**src/rtl/vga_timing_pkg.sv**
```systemverilog
// Shared VGA 640x480@60 timing constants, shared with the scaler and frame-buffer logic.
// Frame and line totals are derived at elaboration.
package vga_timing_pkg;
  localparam int VGA_H_ACTIVE = 640;
  localparam int VGA_H_FP     = 16;
  localparam int VGA_H_SYNC   = 96;
  localparam int VGA_H_BP     = 48;
  localparam int VGA_V_ACTIVE = 480;
  localparam int VGA_V_FP     = 10;
  localparam int VGA_V_SYNC   = 2;
  localparam int VGA_V_BP     = 33;

  localparam int VGA_H_TOTAL = VGA_H_ACTIVE + VGA_H_FP + VGA_H_SYNC + VGA_H_BP;
  localparam int VGA_V_TOTAL = VGA_V_ACTIVE + VGA_V_FP + VGA_V_SYNC + VGA_V_BP;

  typedef logic [11:0] cnt_t;

  function automatic cnt_t to_cnt(input int v);
    return cnt_t'(v);
  endfunction
endpackage

```
**src/rtl/video_timing_gen_if.sv**
```systemverilog
// Raster timing bundle: syncs, active-area flag, counters and frame-start strobe.
// master drives, slave (scaler, frame buffer) observes.
interface video_timing_gen_if;
  import vga_timing_pkg::*;

  logic horiz_sync;
  logic vert_sync;
  logic video_on;
  cnt_t pixel_row;
  cnt_t pixel_column;
  logic frame_start;

  modport master (
    output horiz_sync, vert_sync, video_on, pixel_row, pixel_column, frame_start
  );
  modport slave (
    input horiz_sync, vert_sync, video_on, pixel_row, pixel_column, frame_start
  );
endinterface

```
**src/rtl/video_timing_gen_wrap_counter.sv**
```systemverilog
// Modulo counter with enable; cnt_d_o exposes the next value so callers can register
// outputs that line up with the counter. wrap_o is high on the edge that returns to 0.
module wrap_counter
  import vga_timing_pkg::*;
#(
  parameter cnt_t MODULUS = cnt_t'(VGA_H_TOTAL),
  parameter cnt_t RST_VAL = cnt_t'(VGA_H_TOTAL - 1)
) (
  input  logic clk,
  input  logic reset,
  input  logic inc_i,
  output cnt_t cnt_o,
  output cnt_t cnt_d_o,
  output logic wrap_o
);
  cnt_t cnt_q;
  cnt_t cnt_d;

  always_comb begin
    wrap_o = inc_i && (cnt_q == MODULUS - 12'd1);
    cnt_d  = cnt_q;
    if (reset) begin
      cnt_d = RST_VAL;
    end else if (wrap_o) begin
      cnt_d = '0;
    end else if (inc_i) begin
      cnt_d = cnt_q + 12'd1;
    end
  end

  always_ff @(posedge clk) begin
    if (reset) begin
      cnt_q <= RST_VAL;
    end else begin
      cnt_q <= cnt_d;
    end
  end

  assign cnt_o   = cnt_q;
  assign cnt_d_o = cnt_d;
endmodule

```
**src/rtl/video_timing_gen.sv**
```systemverilog
// Raster timing generator: every output is a register updated on the same pix_en edge
// as the counters, so syncs/video_on never skew against pixel_row/pixel_column.
module video_timing_gen
  import vga_timing_pkg::*;
#(
  parameter int H_ACTIVE = VGA_H_ACTIVE,
  parameter int H_FP     = VGA_H_FP,
  parameter int H_SYNC   = VGA_H_SYNC,
  parameter int H_BP     = VGA_H_BP,
  parameter int V_ACTIVE = VGA_V_ACTIVE,
  parameter int V_FP     = VGA_V_FP,
  parameter int V_SYNC   = VGA_V_SYNC,
  parameter int V_BP     = VGA_V_BP
) (
  input  logic               clk,
  input  logic               reset,
  input  logic               pix_en,
  video_timing_gen_if.master vid
);
  localparam cnt_t H_TOTAL  = to_cnt(H_ACTIVE + H_FP + H_SYNC + H_BP);
  localparam cnt_t V_TOTAL  = to_cnt(V_ACTIVE + V_FP + V_SYNC + V_BP);
  localparam cnt_t H_ACT    = to_cnt(H_ACTIVE);
  localparam cnt_t V_ACT    = to_cnt(V_ACTIVE);
  localparam cnt_t HS_START = to_cnt(H_ACTIVE + H_FP);
  localparam cnt_t HS_END   = to_cnt(H_ACTIVE + H_FP + H_SYNC);
  localparam cnt_t VS_START = to_cnt(V_ACTIVE + V_FP);
  localparam cnt_t VS_END   = to_cnt(V_ACTIVE + V_FP + V_SYNC);

  cnt_t col_q, col_d, row_q, row_d;
  logic col_wrap, row_wrap;
  logic video_on_q, video_on_d;
  logic hsync_q, hsync_d;
  logic vsync_q, vsync_d;
  logic frame_start_q;

  wrap_counter #(
    .MODULUS (H_TOTAL),
    .RST_VAL (H_TOTAL - 12'd1)
  ) u_col_cnt (
    .clk     (clk),
    .reset   (reset),
    .inc_i   (pix_en),
    .cnt_o   (col_q),
    .cnt_d_o (col_d),
    .wrap_o  (col_wrap)
  );

  wrap_counter #(
    .MODULUS (V_TOTAL),
    .RST_VAL (V_TOTAL - 12'd1)
  ) u_row_cnt (
    .clk     (clk),
    .reset   (reset),
    .inc_i   (col_wrap),
    .cnt_o   (row_q),
    .cnt_d_o (row_d),
    .wrap_o  (row_wrap)
  );

  // Decode from the counters' next values so the registered flags match them.
  always_comb begin
    video_on_d = (col_d < H_ACT) && (row_d < V_ACT);
    hsync_d    = !((col_d >= HS_START) && (col_d < HS_END));
    vsync_d    = !((row_d >= VS_START) && (row_d < VS_END));
  end

  always_ff @(posedge clk) begin
    if (reset) begin
      video_on_q    <= 1'b0;
      hsync_q       <= 1'b1;
      vsync_q       <= 1'b1;
      frame_start_q <= 1'b0;
    end else begin
      // (0,0) is only reachable by both counters wrapping on an enabled edge.
      frame_start_q <= row_wrap;
      if (pix_en) begin
        video_on_q <= video_on_d;
        hsync_q    <= hsync_d;
        vsync_q    <= vsync_d;
      end
    end
  end

  assign vid.pixel_column = col_q;
  assign vid.pixel_row    = row_q;
  assign vid.video_on     = video_on_q;
  assign vid.horiz_sync   = hsync_q;
  assign vid.vert_sync    = vsync_q;
  assign vid.frame_start  = frame_start_q;
endmodule

```
**src/flat_wrapper.sv**
```systemverilog
// flat-port wrapper written by rule: the top's interface ports become plain ports
module video_timing_gen_flat import vga_timing_pkg::*;
#(
  parameter int H_ACTIVE = VGA_H_ACTIVE,
  parameter int H_FP     = VGA_H_FP,
  parameter int H_SYNC   = VGA_H_SYNC,
  parameter int H_BP     = VGA_H_BP,
  parameter int V_ACTIVE = VGA_V_ACTIVE,
  parameter int V_FP     = VGA_V_FP,
  parameter int V_SYNC   = VGA_V_SYNC,
  parameter int V_BP     = VGA_V_BP
)
  (clk, reset, pix_en, vid_horiz_sync, vid_vert_sync, vid_video_on, vid_pixel_row, vid_pixel_column, vid_frame_start);
  video_timing_gen_if vid_i ();
  input  logic clk;
  input  logic reset;
  input  logic pix_en;
  output wire logic [$bits(vid_i.horiz_sync)-1:0] vid_horiz_sync;
  output wire logic [$bits(vid_i.vert_sync)-1:0] vid_vert_sync;
  output wire logic [$bits(vid_i.video_on)-1:0] vid_video_on;
  output wire logic [$bits(vid_i.pixel_row)-1:0] vid_pixel_row;
  output wire logic [$bits(vid_i.pixel_column)-1:0] vid_pixel_column;
  output wire logic [$bits(vid_i.frame_start)-1:0] vid_frame_start;
  assign vid_horiz_sync = vid_i.horiz_sync;
  assign vid_vert_sync = vid_i.vert_sync;
  assign vid_video_on = vid_i.video_on;
  assign vid_pixel_row = vid_i.pixel_row;
  assign vid_pixel_column = vid_i.pixel_column;
  assign vid_frame_start = vid_i.frame_start;
  video_timing_gen #(.H_ACTIVE(H_ACTIVE), .H_FP(H_FP), .H_SYNC(H_SYNC), .H_BP(H_BP), .V_ACTIVE(V_ACTIVE), .V_FP(V_FP), .V_SYNC(V_SYNC), .V_BP(V_BP)) u_core (.clk(clk), .reset(reset), .pix_en(pix_en), .vid(vid_i));
endmodule
```
**config.mk**
```make
export PLATFORM = sky130hd
export DESIGN_NAME = video_timing_gen_flat
export DESIGN_NICKNAME = d
export VERILOG_FILES = /design/src/rtl/vga_timing_pkg.sv /design/src/rtl/video_timing_gen_if.sv /design/src/rtl/video_timing_gen_wrap_counter.sv /design/src/rtl/video_timing_gen.sv /design/src/flat_wrapper.sv
export SDC_FILE = /design/constraint.sdc
export NUM_CORES = 1
export LEC_CHECK = 0
export ABC_AREA = 1
export BUFFER_PORTS_ARGS = -buffer_cell sky130_fd_sc_hd__clkbuf_2
export CAP_MARGIN = 30
export CORE_MARGIN = 3
export CORE_UTILIZATION = 47
export CTS_BUF_LIST = sky130_fd_sc_hd__clkbuf_16
export CTS_CLUSTER_SIZE = 20
export DETAILED_ROUTE_END_ITERATION = 6
export GPL_TIMING_DRIVEN = 0
export PLACE_DENSITY = 0.72
export SLEW_MARGIN = 40
export SYNTH_ARGS = -nofsm -noshare
export SYNTH_HDL_FRONTEND = slang
export SYNTH_SLANG_ARGS = --single-unit
```
**constraint.sdc**
```tcl
create_clock -name clk -period 5.1 [get_ports clk]
set_input_delay 0.765 -clock clk [delete_from_list [all_inputs] [get_ports clk]]
set_output_delay 0.765 -clock clk [all_outputs]
set_load 0.01 [all_outputs]
```
; ---- Word level (Yosys, flattened, before mapping)
; Index checks and enable logic that the tools add are counted.
[op_classes]
addsub = 2
n_mul = 0
div = 0
order_cmp = 6
eq_ne = 2
shifts = 0
n_mux = 6
bitwise_logic = 0
n_reduce_logical = 7
[ops]
columns = cell, n
row1 = $mux 12, 6
row2 = $add 12x1->12 const B, 2
row3 = $eq 12x10->1 const B, 2
row4 = $lt 12x10->1 const B, 2
row5 = $lt 12x9->1 const B, 2
row6 = $ge 12x10->1 const B, 1
row7 = $ge 12x9->1 const B, 1
row8 = $logic_and 1x1->1, 5
row9 = $logic_not 1->1, 2
[word_totals]
regBits = 28
latchBits = 0
ram_bits = 0
mem_bits_ro = 0
input_bits = 3
out_inout_bits = 28
n_memories = 0

; ---- Longest topological paths before layout
[depth]
word_depth = 8
ltp_mapped = 13

; ---- Modules after synthesis
; From an unflattened synthesis, not the netlist that was laid out.
[hier_totals]
hier_cells = 249
hier_area_um2 = 1687.9
[by_module_without_submodules]
columns = mod, n_inst, cells_each, area_each_um2
row1 = wrap_counter at u_core.u_row_cnt, 1, 104, 706.9
row2 = wrap_counter at u_core.u_col_cnt, 1, 98, 699.4
row3 = video_timing_gen, 1, 47, 281.5

; ---- Worst setup path before layout
; Ideal clock, no wire load.
[synth_path]
path_kind = input port to flip-flop
start = input reset
end = register u_core.vsync_q, in the netlist u_core.vid.vert_sync
t_arrival_ns = 1.782
required_ns = 4.985
path_slack_ns = 3.203
path_stages = 8
path_buffers = 2
path_cell_list = buf_2 clkinv_1 clkbuf_1 nand2_1 nor2_2 nand3_2 o21ai_2 nand2_1
[synth_via]
elab_chain_cells = 4
word_cells_on_any_way = 5
cone_classes = 2 x order compare / 1 x mux / 2 x reduce/logical
[synth_rtl]
columns = element, line
row1 = start: declaration, flat_wrapper.sv:16  ; input logic reset;
row2 = $mux 12, video_timing_gen_wrap_counter.sv:22  ; if (reset) begin
row3 = $ge 12x9->1 or $lt 12x9->1 (tied branches), video_timing_gen.sv:64  ; vsync_d = !((row_d >= VS_START) && (row_d < VS_END));
row4 = $logic_and 1x1->1, video_timing_gen.sv:64
row5 = $logic_not 1->1, video_timing_gen.sv:64
row6 = end signal: assignment, video_timing_gen.sv:79  ; vsync_q <= vsync_d;
row7 = end: declaration, video_timing_gen.sv:33  ; logic vsync_q, vsync_d;
; Several ways; a longest one is shown, not always the timed one.
; A chain may end at the register's enable or synchronous reset.

; ---- Final worst setup path
; Same ends and word-level chain as after synthesis.

==> results.py <==
metrics = {
    "run_status": {
        "outcome": "complete, no violations",
    },
    "routing": {
        "routed-via-count": 1795,
        "top_layer": "met4",
        "wl_met2_um": 1950,
        "dr_wl_met3_um": 235,
        "dr.pass1.iters": 4,
        "wire_per_inst_um": 12.0,
        "routed_wl_um": 4240,
        "ant_nets": 0,
        "wl_met1_um": 2040,
        "vias_per_cell": 5.08,
        "drc": 0,
        "drt_first_iter_violations": 152,
    },
    "sta": {
        "worstMarginPinSlew_ns": 0.508,
        "fmax_mhz": 485,
        "hold_viol_final": 0,
        "finalCriticalPeriod_ns": 2.06,
        "fin_crit_sh_pct": 40.4,
        "finalSetupViolCount": 0,
        "final_max_slew_viol_count": 0,
        "fin_tns_setup_ns": 0,
        "slew-limit-headroom_pct": 66.1,
        "rsz0062_at_grt": "false",
        "holdWs_ns": 0.469,
        "finalClockSkew_ns": 0.00505,
    },
    "logic_synthesis": {
        "synth_top_area_share_pct": 32.3,
        "netlist_instances": 275,
        "avgSynthCellArea_sq_um": 6.31,
        "synth-seq-area-share_pct": 32.3,
        "yosysWarnings": 0,
        "yosysTopAreaCell": "dfxtp_1",
        "synth.distinct_cells": 27,
        "synth_fp_nets": 281,
        "ys_ff_latch": 28,
        "synth_area_leaders": "dfxtp_1 (32%), nand2_1 (17%), nand3_1 (8.9%)",
        "syn_area_sq_um": 1740,
    },
    "cts": {
        "cts_tree": "built",
        "path_clk_slew_ns": 0.06,
        "insertion_delay_ns": 0.26,
        "cts.path.max_buffers": 2,
        "post_cts_resized": 0,
        "postCtsSetupBuffers": 0,
        "cts.sinks": 28,
        "cts_inserted_buffers": 3,
        "holdBufCountCts": 0,
        "h-tree-depth": 1,
        "cts_root_buf": "clkbuf_16",
    },
    "flow_run": {
        "drv_cap": 0,
    },
    "power": {
        "finalPower_mw": 0.759,
        "leakagePower_nw": 1.06,
        "ir_worst_vdd_v": 0.000241,
        "p_per_area_nw_per_um2": 377,
    },
    "place": {
        "dp_hpwl_um": 3360,
        "port_buffers": 29,
        "gp_congestion": 0.864,
    },
    "grt": {
        "grt_overflow": 0,
        "grt_pass1_vias": 1522,
        "grt_max_degree": 15,
        "grt_first_pass_wirelength_um": 6980,
        "antenna_found_initial": 0,
        "grt_usage_pct": 20.5,
    },
    "floorplanning": {
        "core_region_area_sq_um": 3440,
        "dieArea_sq_um": 4460,
        "die_x_um": 66.8,
        "ios": 31,
        "die_h_um": 66.8,
        "start_util_pct": 50.4,
        "rows": 21,
    },
    "layout": {
        "syn_to_final_growth_pct": 16.0,
        "num_antenna_cells": 0,
        "fin_nets": 315,
        "n_fill_cell": 353,
        "drive_above_1_share_pct": 19.9,
    },
    "worst_setup_path": {
        "startpoint_type": "input port",
        "critPathRequiredTime_ns": 5.25,
        "worstSetupPathType": "in -> reg",
        "worstSetupEndpointType": "flip-flop",
        "rrSetupSlack_ns": 3.13,
        "cp.arrival_ns": 2.21,
        "crit_fanout": 10,
    },
    "min_path": {
        "min-delay-path-class": "reg -> reg",
    },
}
==> cells in the mapped netlist, drive strengths merged <==
cell,instances
nand2,82
nor2,48
inv,36
nand3,36
dfxtp,28
o21ai,10
nand4,9
a21oi,6
xor2,5
clkinv,3
ha,3
buf,2
nor3,2
or2,2
clkbuf,1
mux2i,1
xnor2,1
==> through the flow <==
stage                     cell area [sq um]  setup WS [ns]  std cells  utilization, %
final                                  2010           3.04        353            58.5
after global routing                   2010           2.87        353            58.5
after CTS                              2010           3.04        353            58.5
after detailed placement               1940           2.77        350            56.3
after global placement                 1940           2.73        350            56.3
after floorplan                        1740           3.20        275               -
==> worst max-delay path: stages <==
cell and delay, ns:
buf_2 0.18, clkinv_1 0.21, clkbuf_1 0.44, nand2_1 0.16, nor2_2 0.18, nand3_2 0.11, o21ai_2 0.12, nand2_1 0.05
==> cell usage in the layout, fill, tap and decap left out, types with 6 or more instances in the layout <==
master     n
nand3_1   31
nand4_1    9
a21oi_1    6
nand2_1   78
o21ai_0    7
inv_1     31
nor2_2     8
dfxtp_1   28
nor2_1    39
clkbuf_2  29
==> flip-flops by register name (all words and copies together) (netlist names) <==
register	flops
u_core.u_col_cnt.cnt_o	12
u_core.u_row_cnt.cnt_o	12
u_core.vid.frame_start	1
u_core.vid.horiz_sync	1
u_core.vid.vert_sync	1
u_core.vid.video_on	1
==> worst paths after layout <==
check,to,cells after the start,start
max,u_core.vid.vert_sync,8,reset
min,u_core.vid.vert_sync,2,u_core.vid.vert_sync
max reg2reg,u_core.vid.vert_sync,12,u_core.u_col_cnt.cnt_o[0]
min reg2reg,u_core.vid.vert_sync,2,u_core.vid.vert_sync
==> layout make-up <==
type | instances | area [sq um] | share of cell area [%]
inverter | 39 | 148 | 7.33
tap | 46 | 57.6 | 2.86
multi-input combinational | 205 | 1010 | 50.0
clock buffer | 3 | 75.1 | 3.73
buffer | 3 | 20.0 | 0.994
sequential | 28 | 561 | 27.8
timing repair buffer | 29 | 145 | 7.21
==> metal layers <==
metal	GRT usage [%]	vias to the layer above
met5	0	-
met4	4.06	0
met3	4.22	2
met2	33.2	43
met1	27.9	809
li1	-	941
==> logic make-up (layout without fill, tap and decap cells) <==
family / Yosys count / count (layout) / synth area share (%)
adder cells (fa/ha/maj): 3 / 3 / 2.16
XOR/XNOR: 6 / 6 / 3.03
buffers and inverters: 42 / 74 / 9.66
AND/OR/NAND/NOR: 179 / 179 / 47.4
flip-flops: 28 / 28 / 32.3
AO/OA/AOI/OAI: 16 / 16 / 4.83
multiplexers: 1 / 1 / 0.577
==> report_power, final <==
part	internal, mW	switching (mW)
sequential	0.249	0.0414
combinational	0.105	0.190
clock	0.104	0.0700
No activity file was read; power rests on OpenSTA's default activity.
